===== config.mk =====
export PLATFORM = sky130hd
export DESIGN_NAME = path_metric_unit
export DESIGN_NICKNAME = d
export VERILOG_FILES = /design/src/rtl/viterbi_pkg.sv /design/src/rtl/acs_node.sv /design/src/rtl/path_metric_unit.sv
export SDC_FILE = /design/constraint.sdc
export NUM_CORES = 1
export LEC_CHECK = 0
export CAP_MARGIN = 20
export CORE_ASPECT_RATIO = 0.5
export CORE_MARGIN = 2
export CORE_UTILIZATION = 60
export CTS_CLUSTER_DIAMETER = 120
export CTS_CLUSTER_SIZE = 16
export DETAILED_ROUTE_END_ITERATION = 8
export GPL_TIMING_DRIVEN = 0
export PLACE_DENSITY = 0.85
export SLEW_MARGIN = 10
export SYNTH_ARGS = -nofsm -noshare
export SYNTH_HDL_FRONTEND = slang
export SYNTH_SLANG_ARGS = --single-unit

===== constraint.sdc =====
create_clock -name clk -period 16.5 [get_ports clk]
set_input_delay 3.3 -clock clk [delete_from_list [all_inputs] [get_ports clk]]
set_output_delay 3.3 -clock clk [all_outputs]
set_load 0.03 [all_outputs]

===== src/rtl/viterbi_pkg.sv =====
// Shared constants, types and trellis helpers for the 8-state, K=4 Viterbi decoder.
package viterbi_pkg;
   localparam int NSTATES = 8;
   localparam int BM_W    = 2;

   typedef struct packed {
      logic [BM_W-1:0] bm1;
      logic [BM_W-1:0] bm0;
   } bm_pair_t;

   // Predecessor k (0 = even, 1 = odd) of next state n.
   function automatic logic [2:0] pred(input logic [2:0] n, input logic k);
      return {n[1:0], k};
   endfunction

   function automatic logic branch_in(input logic [2:0] n);
      return n[2];
   endfunction
endpackage


===== src/rtl/acs_node.sv =====
// One add-compare-select cell: saturating sums of both predecessors, pick the smaller.
module acs_node
   import viterbi_pkg::*;
#(
   parameter int PM_W = 5
) (
   input  logic [PM_W-1:0] pm_a,
   input  logic [PM_W-1:0] pm_c,
   input  logic [BM_W-1:0] bm_a,
   input  logic [BM_W-1:0] bm_c,
   output logic [PM_W-1:0] sum,
   output logic            sel
);
   logic [PM_W:0]   sa_wide;
   logic [PM_W:0]   sc_wide;
   logic [PM_W-1:0] sa;
   logic [PM_W-1:0] sc;

   assign sa_wide = {1'b0, pm_a} + {{(PM_W + 1 - BM_W){1'b0}}, bm_a};
   assign sc_wide = {1'b0, pm_c} + {{(PM_W + 1 - BM_W){1'b0}}, bm_c};
   assign sa      = sa_wide[PM_W] ? '1 : sa_wide[PM_W-1:0];
   assign sc      = sc_wide[PM_W] ? '1 : sc_wide[PM_W-1:0];

   // Strict compare: ties resolve to the even predecessor.
   assign sel = (sc < sa);
   assign sum = sel ? sc : sa;
endmodule


===== src/rtl/path_metric_unit.sv =====
// ACS stage: updates eight normalised path metrics per step and emits survivor decisions.
module path_metric_unit
   import viterbi_pkg::*;
#(
   parameter int PM_W      = 5,
   parameter int INIT_PM   = 15,
   parameter int FRAME_LEN = 16,
   localparam int IDX_W    = $clog2(FRAME_LEN)
) (
   input  logic             clk,
   input  logic             rst_n,
   input  logic             start,
   input  logic             bm_valid,
   input  logic [31:0]      bm_in,
   output logic             dec_valid,
   output logic [7:0]       dec_bits,
   output logic [IDX_W-1:0] dec_idx,
   output logic [2:0]       best_state,
   output logic             frame_done
);
   typedef enum logic {IDLE, RUN} state_t;

   localparam logic [PM_W-1:0]  INIT_V = PM_W'(INIT_PM);
   localparam logic [IDX_W-1:0] LAST   = IDX_W'(FRAME_LEN - 1);

   state_t state;
   state_t state_next;

   logic [PM_W-1:0]    pm      [NSTATES];
   logic [PM_W-1:0]    sums    [NSTATES];
   logic [PM_W-1:0]    pm_next [NSTATES];
   bm_pair_t           bm_pairs [NSTATES];
   logic [NSTATES-1:0] sel;
   logic [PM_W-1:0]    min_sum;
   logic [2:0]         min_idx;
   logic [IDX_W-1:0]   cnt;
   logic               accept;

   for (genvar p = 0; p < NSTATES; p++) begin : g_bm
      assign bm_pairs[p] = bm_in[4*p +: 4];
   end

   for (genvar n = 0; n < NSTATES; n++) begin : g_acs
      localparam logic [2:0] A  = pred(3'(n), 1'b0);
      localparam logic [2:0] C  = pred(3'(n), 1'b1);
      localparam logic       BR = branch_in(3'(n));
      acs_node #(.PM_W(PM_W)) u_acs (
         .pm_a (pm[A]),
         .pm_c (pm[C]),
         .bm_a (BR ? bm_pairs[A].bm1 : bm_pairs[A].bm0),
         .bm_c (BR ? bm_pairs[C].bm1 : bm_pairs[C].bm0),
         .sum  (sums[n]),
         .sel  (sel[n])
      );
   end

   // Strict less-than scan keeps the lowest index among equal minima.
   always_comb begin
      min_sum = sums[0];
      min_idx = 3'd0;
      for (int i = 1; i < NSTATES; i++) begin
         if (sums[i] < min_sum) begin
            min_sum = sums[i];
            min_idx = 3'(i);
         end
      end
      for (int i = 0; i < NSTATES; i++) begin
         pm_next[i] = sums[i] - min_sum;
      end
   end

   always_comb begin
      state_next = state;
      if (start) begin
         state_next = RUN;
      end
   end

   assign accept = (state == RUN) && bm_valid && !start;

   always_ff @(posedge clk or negedge rst_n) begin
      if (!rst_n) begin
         state <= IDLE;
      end else begin
         state <= state_next;
      end
   end

   always_ff @(posedge clk or negedge rst_n) begin
      if (!rst_n) begin
         pm[0] <= '0;
         for (int i = 1; i < NSTATES; i++) pm[i] <= INIT_V;
         cnt <= '0;
      end else if (start) begin
         pm[0] <= '0;
         for (int i = 1; i < NSTATES; i++) pm[i] <= INIT_V;
         cnt <= '0;
      end else if (accept) begin
         for (int i = 0; i < NSTATES; i++) pm[i] <= pm_next[i];
         cnt <= (cnt == LAST) ? '0 : cnt + 1'b1;
      end
   end

   // Decision outputs hold their last value on cycles without an accepted step.
   always_ff @(posedge clk or negedge rst_n) begin
      if (!rst_n) begin
         dec_valid  <= 1'b0;
         frame_done <= 1'b0;
         dec_bits   <= '0;
         dec_idx    <= '0;
         best_state <= '0;
      end else begin
         dec_valid  <= accept;
         frame_done <= accept && (cnt == LAST);
         if (accept) begin
            dec_bits   <= sel;
            dec_idx    <= cnt;
            best_state <= min_idx;
         end
      end
   end
endmodule


# Word level (Yosys, flattened, before mapping)
# Cells that the tools add are included.
[classes]
muxes = 43
magnitude_cmp = 15
n_eq_ne = 1
addsub = 25
reduce_logical = 5
[op_table]
columns = ["op", "n"]
rows = [
  ["$mux 5", 31],
  ["$add 5x2->6", 16],
  ["$mux 40", 2],
  ["$lt 5x5->1", 15],
  ["$sub 5x5->5", 8],
  ["$mux 3", 4],
  ["$mux 4", 3],
  ["$add 4x1->4 const B", 1],
  ["$eq 4x4->1 const B", 1],
  ["$mux 2", 2],
  ["$logic_and 1x1->1", 3],
  ["$reduce_bool 2->1", 1],
  ["$logic_not 1->1", 1],
  ["$mux 1", 1],
]
[totals]
word_cells = 104
inputBits = 36
out_inout_bits = 17
reg_bits = 62

# Logic depth before layout (Yosys ltp)
# Gate-level depths: netlist of run 1.
[logic_depth]
depth_word = 21
mapped_depth = 67
depth_no_buf = 62

# Cells and area by module
# From an unflattened synthesis of run 1, not the netlist that was laid out.
[hier_totals]
hier_cells = 1231
hier_area_um2 = 9877.0
[modules_own_cells]
columns = ["mod", "area_each_um2", "cells_each", "seq_area_each_um2", "instances"]
rows = [
  ["path_metric_unit", 6133.4, 735, 1586.5, 1],
  ["acs_node", 467.9, 62, 0.0, 8],
]

# Worst setup path after synthesis of run 1
# No wires, ideal clock.
[synth_path]
path_type = "input port to flip-flop"
from = "in bm_in[4]"
to = "reg pm[4] (netlist bit)"
arrival_ns = 15.598
path_slack_ns = 0.808
setup_time_ns = 0.094
n_path_buf = 5
required_time_ns = 16.406
cell_stages = 60
path_cell_list = "ha_1 inv_1 fa_1 nor2_1 xnor2_1 nand2_1 ha_1 a211o_1 o41ai_4 a22oi_2 a21oi_1 inv_1 ha_1 nand2b_1 o21ai_1 a211oi_2 nor2_1 mux2i_1 [... 24 more ...] ha_1 a31o_2 mux2_2 clkbuf_1 ha_1 o21a_1 or2_2 clkbuf_1 buf_1 nand2_1 o21ai_0 ha_1 inv_1 ha_1 a31o_1 a31oi_1 xnor2_1 a211oi_1"
[synth_via]
elab_chain_len = 21
[synth_rtl]
columns = ["element", "line_no", "rtl"]
rows = [
  ["start, declared", "path_metric_unit.sv:14", "input logic [31:0] bm_in,"],
  ["$add 5x2->6 (*)", "acs_node.sv:20", "assign sc_wide = {1'b0, pm_c} + {{(PM_W + 1 - BM_W){1'b0}}, bm_c};"],
  ["$mux 5 (*)", "acs_node.sv:22", "assign sc = sc_wide[PM_W] ? '1 : sc_wide[PM_W-1:0];"],
  ["$lt 5x5->1", "acs_node.sv:25", "assign sel = (sc < sa);"],
  ["$mux 5 (*)", "acs_node.sv:26", "assign sum = sel ? sc : sa;"],
  ["$lt 5x5->1", "path_metric_unit.sv:62", "if (sums[i] < min_sum) begin"],
  ["$mux 5 (*)", "path_metric_unit.sv:62", ""],
  ["$lt 5x5->1", "path_metric_unit.sv:62", ""],
  ["$mux 5 (*)", "path_metric_unit.sv:62", ""],
  ["[... 5 more ...]", "n/a", ""],
  ["$mux 5 (*)", "path_metric_unit.sv:62", ""],
  ["$lt 5x5->1", "path_metric_unit.sv:62", ""],
  ["$mux 5 (*)", "path_metric_unit.sv:62", ""],
  ["$lt 5x5->1", "path_metric_unit.sv:62", ""],
  ["$mux 5 (*)", "path_metric_unit.sv:62", ""],
  ["$sub 5x5->5 (*)", "path_metric_unit.sv:68", "pm_next[i] = sums[i] - min_sum;"],
  ["$mux 40 (*)", "path_metric_unit.sv:98", "end else if (accept) begin"],
  ["$mux 40 (*)", "path_metric_unit.sv:94", "end else if (start) begin"],
  ["end, declared", "path_metric_unit.sv:29", "logic [PM_W-1:0] pm [NSTATES];"],
]
# Every way passes the cells marked *; elsewhere a longest branch is shown, timed or not. The select of a mux whose other input is x is not followed.
# A chain may end at the register's enable or synchronous reset.

# Worst setup path after layout of run 1
[layout_path]
from = "in bm_in[12]"
to = "reg pm[29] (netlist bit)"
# Same word-level chain as after synthesis.

==> results of run 1 <==
==> per-stage QoR <==
step / util [%] / hold WS, ns
after floorplan: - / 0.4524
after global placement: 65.80 / 0.4574
after detailed placement: 65.91 / 0.4620
after CTS: 68.59 / 0.4752
after global routing: 70.69 / 0.5070
final: 70.69 / 0.4707
==> Yosys cell counts (25+ instances only) <==
| library cell | count |
|---|---|
| sky130_fd_sc_hd__o211ai_1 | 25 |
| sky130_fd_sc_hd__nor2_1 | 105 |
| sky130_fd_sc_hd__nand3_1 | 43 |
| sky130_fd_sc_hd__a21oi_1 | 87 |
| sky130_fd_sc_hd__o21ai_0 | 59 |
| sky130_fd_sc_hd__ha_1 | 96 |
| sky130_fd_sc_hd__nand2_1 | 160 |
| sky130_fd_sc_hd__inv_1 | 101 |
| sky130_fd_sc_hd__mux2i_1 | 31 |
| sky130_fd_sc_hd__dfrtp_1 | 34 |
| sky130_fd_sc_hd__clkbuf_1 | 34 |
| sky130_fd_sc_hd__dfstp_2 | 28 |
| sky130_fd_sc_hd__xnor2_1 | 35 |
| sky130_fd_sc_hd__nand2b_1 | 31 |
==> area by class of cell <==
| cell class | count | area share [%] |
|---|---|---|
| multi-input combinational | 1009 | 68.13 |
| sequential | 62 | 14.71 |
| timing repair buffer | 79 | 6.695 |
| inverter | 102 | 3.551 |
| tap | 204 | 2.367 |
| clock buffer | 10 | 2.216 |
| buffer | 48 | 1.984 |
| clock inverter | 6 | 0.3481 |
==> registers in the layout, summed over array words and instances, names as in the netlist <==
register    count
state           1
dec_bits        8
pm             40
dec_idx         4
cnt             4
dec_valid       1
best_state      3
frame_done      1
==> cells in the final DEF, fill, tap and decap left out, types with 6 or more instances in the layout <==
cell type,instances
sky130_fd_sc_hd__nand2_1,159
sky130_fd_sc_hd__o21ai_1,9
sky130_fd_sc_hd__a21oi_1,80
sky130_fd_sc_hd__nor2b_1,10
sky130_fd_sc_hd__o31ai_1,18
sky130_fd_sc_hd__xor2_1,14
sky130_fd_sc_hd__inv_1,101
sky130_fd_sc_hd__buf_4,30
sky130_fd_sc_hd__a21oi_2,6
sky130_fd_sc_hd__xnor2_1,35
sky130_fd_sc_hd__buf_2,9
sky130_fd_sc_hd__o21ai_0,52
sky130_fd_sc_hd__and2_1,13
sky130_fd_sc_hd__mux2_2,13
sky130_fd_sc_hd__nor3_1,22
sky130_fd_sc_hd__o21a_1,19
sky130_fd_sc_hd__a2111oi_1,6
sky130_fd_sc_hd__clkbuf_1,32
sky130_fd_sc_hd__dfrtp_1,34
sky130_fd_sc_hd__a21o_1,22
sky130_fd_sc_hd__clkbuf_16,9
sky130_fd_sc_hd__o211ai_1,25
sky130_fd_sc_hd__nor2_1,101
sky130_fd_sc_hd__clkdlybuf4s50_1,51
sky130_fd_sc_hd__nand2b_1,31
sky130_fd_sc_hd__nand3_1,43
sky130_fd_sc_hd__or3_1,8
sky130_fd_sc_hd__and3_1,8
sky130_fd_sc_hd__dfstp_2,28
sky130_fd_sc_hd__o31a_1,6
sky130_fd_sc_hd__mux2i_1,30
sky130_fd_sc_hd__a31oi_1,19
sky130_fd_sc_hd__ha_1,90
sky130_fd_sc_hd__nand4_1,13
sky130_fd_sc_hd__a22o_1,10
sky130_fd_sc_hd__fa_1,16
sky130_fd_sc_hd__a31o_2,10
==> worst paths after layout <==
kind	endpoint	slack, ns	cells past startpoint
worst max-delay path	pm[29]	0.30	63
min in group asynchronous	dec_idx[1]	3.06	1
max in group asynchronous	pm[4]	12.88	1
worst min-delay path	dec_idx[2]	0.47	2
worst min register to register	dec_idx[2]	0.47	2
worst max register to register	pm[29]	3.16	62
==> repair_timing <==
| item | in CTS | in global routing |
|---|---|---|
| pin swaps | 3 | 18 |
| hold buffers | 0 | 0 |
| resized for setup | 23 | 40 |
| setup endpoints to repair | 42 | 39 |
| buffers inserted | 6 | 18 |
==> logic make-up (layout without fill, tap and decap cells) <==
group	Yosys count	count (layout)
AOI/OAI and AO/OA	362	362
xor gates and xnor gates	49	49
adders and majority gates	119	119
buffers and inverters	151	245
DFF	62	62
muxes	47	47
and+or+nand+nor	432	432
==> tightest hold or removal path, cell delays in order (launching register included) <==
cell                      delay [ns]
sky130_fd_sc_hd__dfrtp_1        0.34
sky130_fd_sc_hd__nand2_1        0.05
sky130_fd_sc_hd__nand2_1        0.05
==> metal layers <==
metal	vias up	routed length, um
met5	-	0
met4	0	997
met3	92	3452
met2	552	13510
met1	4699	13380
li1	4585	-
==> results.md, run 1 <==
- Crit path setup slack, layout: 0.2998 ns
- Critical path required time: 16.69 ns
- Number of clock sinks: 62
- Mapped Nets: 1370
- CP Buf/Inv Count: 11
- Area occupied by multi-input gates: approximately 7300 um^2
- Number of DRC markers after the initial detailed-route iteration: 982
- Synthesized netlist cell count: 1222
- Routed Antenna Nets: 0
- Number of global-route vias before repair: 9194
- Worst stage delay on the critical path: roughly 0.49 ns
- Width of the die: between 150 and 200 um
- FF+latch count, synth: 62
- Most frequent CP cell: sky130_fd_sc_hd__ha_1
- Post-route minimum period: between 15 and 20 ns
- Number of filler instances in the final layout: 1258
- Number of buffers between clock root and the deepest sink: 2
- Cell count after placement: 1481
- Worst setup EP type: flop
- Proportion of synthesized area in mux cells: 5.377%
- Main flop type after synthesis: sky130_fd_sc_hd__dfrtp_1
- Met2 Use GR: 58.08%
- Number of distinct library cells after synthesis: 83
- Worst min-delay path category: flop to flop
- Startpoint of the worst hold path: dec_idx[2]
- Synthesized-area fraction occupied by adder cells: roughly 17%
- Kind of cell adding the most delay to the critical path: compound AO/OA/AOI/OAI gates
- Antenna diode count: 0
- Final HPWL DP: roughly 24000 um
- Kind of start point of the critical path: input port
- TritonCTS clock tree: built
- Met3 layer usage reported by global route: 8.737%
- Standard-cell rows: 32
- Residual DRC count: 0
- Simple-gate area share of the yosys netlist: 21.39%
- Compound-cell area share of the yosys netlist: between 20% and 30%
- Startpoint of the most critical register-to-register path: pm[25]
- Gr usage total: 37.20%
- Final setup viols: 0
- Pre-CTS WS: -1.741 ns
- Yosys top cell by area: sky130_fd_sc_hd__ha_1
- GR Util met1: 50.46%
- Number of primary I/O pins: 53
- Portion of the post-synthesis area used by sequential elements: between 10% and 20%
- Data arrival, critical path: 16.39 ns
- Area growth, synth to finish: 16.43%
- Clock edge transition at the registers on the reported setup and hold paths: 0.06 ns
- Status: completed
- Number of max-slew violations in the final report: 0
- Wire length of the first global-routing pass: approximately 50000 um
- Number of warnings printed during yosys synthesis: 0
- Nets: 1459
- Number of port buffers: 52
- Area inside the core boundary: 15250 um^2
- Synth Area per Inst: 7.579 um^2
- Finished Cell Area: ~11000 um^2
- Number of flops mapped to enable cells by yosys: 0
- Maxcap violations: 0
- Residual overflow from global routing: 0
- WL/cell: 20.62 um
- H-tree depth: 3
- Xor/xnor share of the synthesized area: 4.634%
- Die area: approximately 17000 um^2
- Starting utilization of the core area: 60.71%
- Async set or reset register ratio after synthesis: 100.0%
- Via-per-instance ratio: 6.532
- Achievable clock frequency: 61.73 MHz
- Slew at the pin closest to its max-slew limit: 1.137 ns
- FF+latch area: 1587 um^2
- Number of antenna violations at the first check in global routing: 0
- Final TNS setup: 0 ns
- Slew Limit Headroom: 22.06%
- Yosys top cell area share: 12.97%
- Crit path max-delay cell type: sky130_fd_sc_hd__a311oi_4
- Largest family of logic cells by synthesized area: compound AO/OA/AOI/OAI gates
- Hold Violations, Final: 0
- Layer with the highest usage: met2
- Root buffer selected by CTS: sky130_fd_sc_hd__clkbuf_16
- Final clock skew: roughly 0.012 ns
- Worst-path fanout max: 10
- Placement-stage cell area: 10050 um^2
- Pre-Repair DR Iteration Count: 8
- Pin count of the biggest net entering global routing: 63
- Via count: slightly below 10000
- Worst setup path category: input port to flop
- Clock buffer count from CTS: 9
- Fin crit share: between 90 and 100%
- Fin cells: around 1500
- Layout cells sized above 1: 13.68%
- Critical path launch point: bm_in[12]
- Height of the die: 91.85 um
- Post-Route WL: 31340 um
- Synth Cell Area: 9261 um^2
- Global placer's final weighted congestion: 1.004
- Clock network latency to the later pin of the worst-skew pair: ~0.34 ns
- Leading cell types by total area after synthesis: sky130_fd_sc_hd__ha_1 (13%), sky130_fd_sc_hd__dfrtp_1 (9.2%), sky130_fd_sc_hd__dfstp_2 (7.9%)
Power of run 1 is left out: the tool's default activity adds up to more than one toggle a clock period on the data nets, which glitch-free logic cannot reach.
==> run 2, diff against run 1 <==
--- a/config.mk
+++ b/config.mk
@@ -12,7 +12,6 @@
 export CTS_CLUSTER_DIAMETER = 120
 export CTS_CLUSTER_SIZE = 16
 export DETAILED_ROUTE_END_ITERATION = 8
-export GPL_TIMING_DRIVEN = 0
 export PLACE_DENSITY = 0.85
 export SLEW_MARGIN = 10
 export SYNTH_ARGS = -nofsm -noshare
==> run 2 against run 1 <==
Critical path depth shrank 4. Fmax increased by 2.9%. Design area down 3.3%. Via count shrank 3.0%. Global-route usage shrank 2.1 points. Register-to-register slack gained 0.45 ns. Die area did not move. Largest cell class unchanged.
==> results.md, run 2 (same netlist as run 1, synthesis figures left out) <==
- Status: completed
- Number of primary I/O pins: 53 (unchanged)
- Endpoint of the lowest-slack register-to-register path: pm[14]
- Routed Antenna Nets: 0 (unchanged)
- Kind of start point of the critical path: input port
- Final HPWL DP: 22320 um (-7.7%)
- Final clock skew: 0.005746 ns (-0.006168 ns)
- Maxcap violations: 0 (unchanged)
- Most frequent CP cell: sky130_fd_sc_hd__ha_1
- Via-per-instance ratio: 6.533 (about the same)
- Number of filler instances in the final layout: 1226 (-2.5%)
- Global placer's final weighted congestion: 0.9718 (-3.2%)
- Clock edge transition at the registers on the reported setup and hold paths: 0.06 ns (about the same)
- Number of global-route vias before repair: 9322 (+1.4%)
- Residual overflow from global routing: 0 (unchanged)
- Post-Route WL: 28900 um (-7.8%)
- Worst stage delay on the critical path: 0.46 ns (-0.03 ns)
- Wire length of the first global-routing pass: 46530 um (-4.4%)
- Number of port buffers: 52 (unchanged)
- Starting utilization of the core area: 60.71% (unchanged)
- Clock network latency to the later pin of the worst-skew pair: 0.35 ns (about the same)
- RSZ-0062 raised after global routing: no
- Clock buffer count from CTS: 9 (unchanged)
- Worst setup path category: input port to flop
- Pre-Repair DR Iteration Count: 6 (-2)
- R2R cell count: 58 (-6.5%)
- Standard-cell rows: 32 (unchanged)
- Worst setup EP type: flop
- Critical path launch point: bm_in[4]
- Most frequent cells in the layout: sky130_fd_sc_hd__nand2_1 (160), sky130_fd_sc_hd__nor2_1 (103), sky130_fd_sc_hd__inv_1 (101)
- Final setup viols: 0 (unchanged)
- Utilization of the core after routing: 68.33% (-2.4 points)
- Hold Violations, Final: 0 (unchanged)
- Startpoint of the most critical register-to-register path: pm[30]
- Critical path required time: 16.73 ns (+0.04 ns)
- Slew at the pin closest to its max-slew limit: 1.050 ns (-0.08649 ns)
- H-tree depth: 3 (unchanged)
- Pin count of the biggest net entering global routing: 35 (-44%)
- Worst setup path end: pm[14]
- Width of the die: 179.7 um (unchanged)
- FF+latch area: 1587 um^2 (unchanged)
- WL/cell: 19.61 um (-4.9%)
- Layout cells sized above 1: 11.43% (-2.3 points)
- Worst-path fanout max: 8 (-2)
- Height of the die: 91.85 um (unchanged)
- TritonCTS clock tree: built
- Number of buffers between clock root and the deepest sink: 2 (unchanged)
- Slew Limit Headroom: 29.57% (+7.5 points)
- Crit path max-delay cell type: sky130_fd_sc_hd__clkdlybuf4s50_1
- Number of flip-flops under the largest register name: 40 (unchanged)
- Root buffer selected by CTS: sky130_fd_sc_hd__clkbuf_16
- Post-route minimum period: 15.74 ns (-0.4615 ns)
- Residual DRC count: 0 (unchanged)
- Fin crit share: 95.39% (-2.8 points)
- Gr usage total: 35.09% (-2.1 points)
- Leading cell type in the layout, fill and taps excluded: sky130_fd_sc_hd__nand2_1
- Number of max-slew violations in the final report: 0 (unchanged)
- Fin Hold WS: 0.4732 ns (+0.002455 ns)
- Number of clock sinks: 62 (unchanged)
- Top flop regs: pm x40, dec_bits x8
- Area inside the core boundary: 15250 um^2 (unchanged)
- Nets: 1412 (-3.2%)
- Achievable clock frequency: 63.54 MHz (+2.9%)
- Worst min-delay path category: flop to flop
- Largest register by flop count: pm
- Number of antenna violations at the first check in global routing: 0 (unchanged)
- Via count: 9629 (-3.0%)
- FF-to-FF setup slack: 3.61 ns (+0.45 ns)
- Number of DRC markers after the initial detailed-route iteration: 1056 (+7.5%)
- Data arrival, critical path: 15.96 ns (-0.43 ns)
- Area growth, synth to finish: 12.55%
- Area occupied by multi-input gates: 7137 um^2 (-2.8%)
- Die area: 16510 um^2 (unchanged)
- Final TNS setup: 0 ns (unchanged)
## run 2: changes by cell type in the layout (fill, tap and decap cells not counted), sizes merged
cell / before / now
clkbuf: 43 / 11
buf: 43 / 29
bufinv: 0 / 2
clkinvlp: 3 / 1
clkinv: 4 / 3
diode: 0 / 1
## run 2: cell type report
| class | instances | area share, % |
|---|---|---|
| Timing Repair Buffer | 80 | 6.962 |
| Clock inverter | 5 | 0.7802 |
| Tap cell | 204 | 2.449 |
| Sequential cell | 62 | 15.22 |
| Inverter | 102 | 3.673 |
| Clock buffer | 11 | 2.425 |
| Multi-Input combinational cell | 1009 | 68.47 |
| Antenna cell | 1 | 0.02401 |
## run 2: how the worst min path moves through the flow
stage / start / to / depth (start not counted)
floorplan: state / state / 1
global placement: dec_bits[6] / dec_bits[6] / 2
detailed placement: dec_idx[0] / dec_idx[0] / 2
CTS: dec_bits[6] / dec_bits[6] / 2
global route: dec_bits[5] / dec_bits[5] / 2
finish: dec_bits[7] / dec_bits[7] / 2
## run 2: routing by layer
metal  vias up  GRT usage (%)  wire length (um)
met3       117          8.856              3050
met5         -              0                 0
met2       486          57.63             12860
met4         0          15.24              1131
met1      4533          44.04             11860
li1       4493              -                 -
## run 2: worst max-delay path, delay by kind of cell
| family | cells | cell delay, ns |
|---|---|---|
| buf+inv | 6 | 1.02 |
| simple gates | 18 | 2.89 |
| fa+ha+maj | 11 | 3.29 |
| mux | 3 | 0.94 |
| compound gates | 20 | 4.35 |
| xor+xnor | 1 | 0.13 |
## run 2: repair_timing
item	in CTS	in global routing
hold buffers	0	0
buffers inserted	0	4
gates resized for setup	0	16
endpoints found under the setup margin	0	36
## run 2: through the flow
| stage | cells | cell area (um^2) | worst slack [ns] |
|---|---|---|---|
| floorplan | 1222 | 9261 | 0.8085 |
| global placement | 1453 | 10010 | 0.5692 |
| detailed placement | 1453 | 10010 | 0.06378 |
| CTS | 1469 | 10340 | 0.4261 |
| global route | 1473 | 10420 | 0.0008384 |
| finish | 1474 | 10420 | 0.7613 |
Power of run 2 is left out for the same reason.
==> run 3, diff against run 2 <==
==> constraint.sdc (replaced) <==
create_clock -name clk -period 16.5 [get_ports clk]
set_input_delay 3.3 -clock clk [delete_from_list [all_inputs] [get_ports clk]]
set_output_delay 3.3 -clock clk [all_outputs]
set_load 0.02 [all_outputs]
==> results of run 3 <==
Same layout as run 2: the final DEF is identical, and so are final timing and power.
Power of run 3 is left out for the same reason.
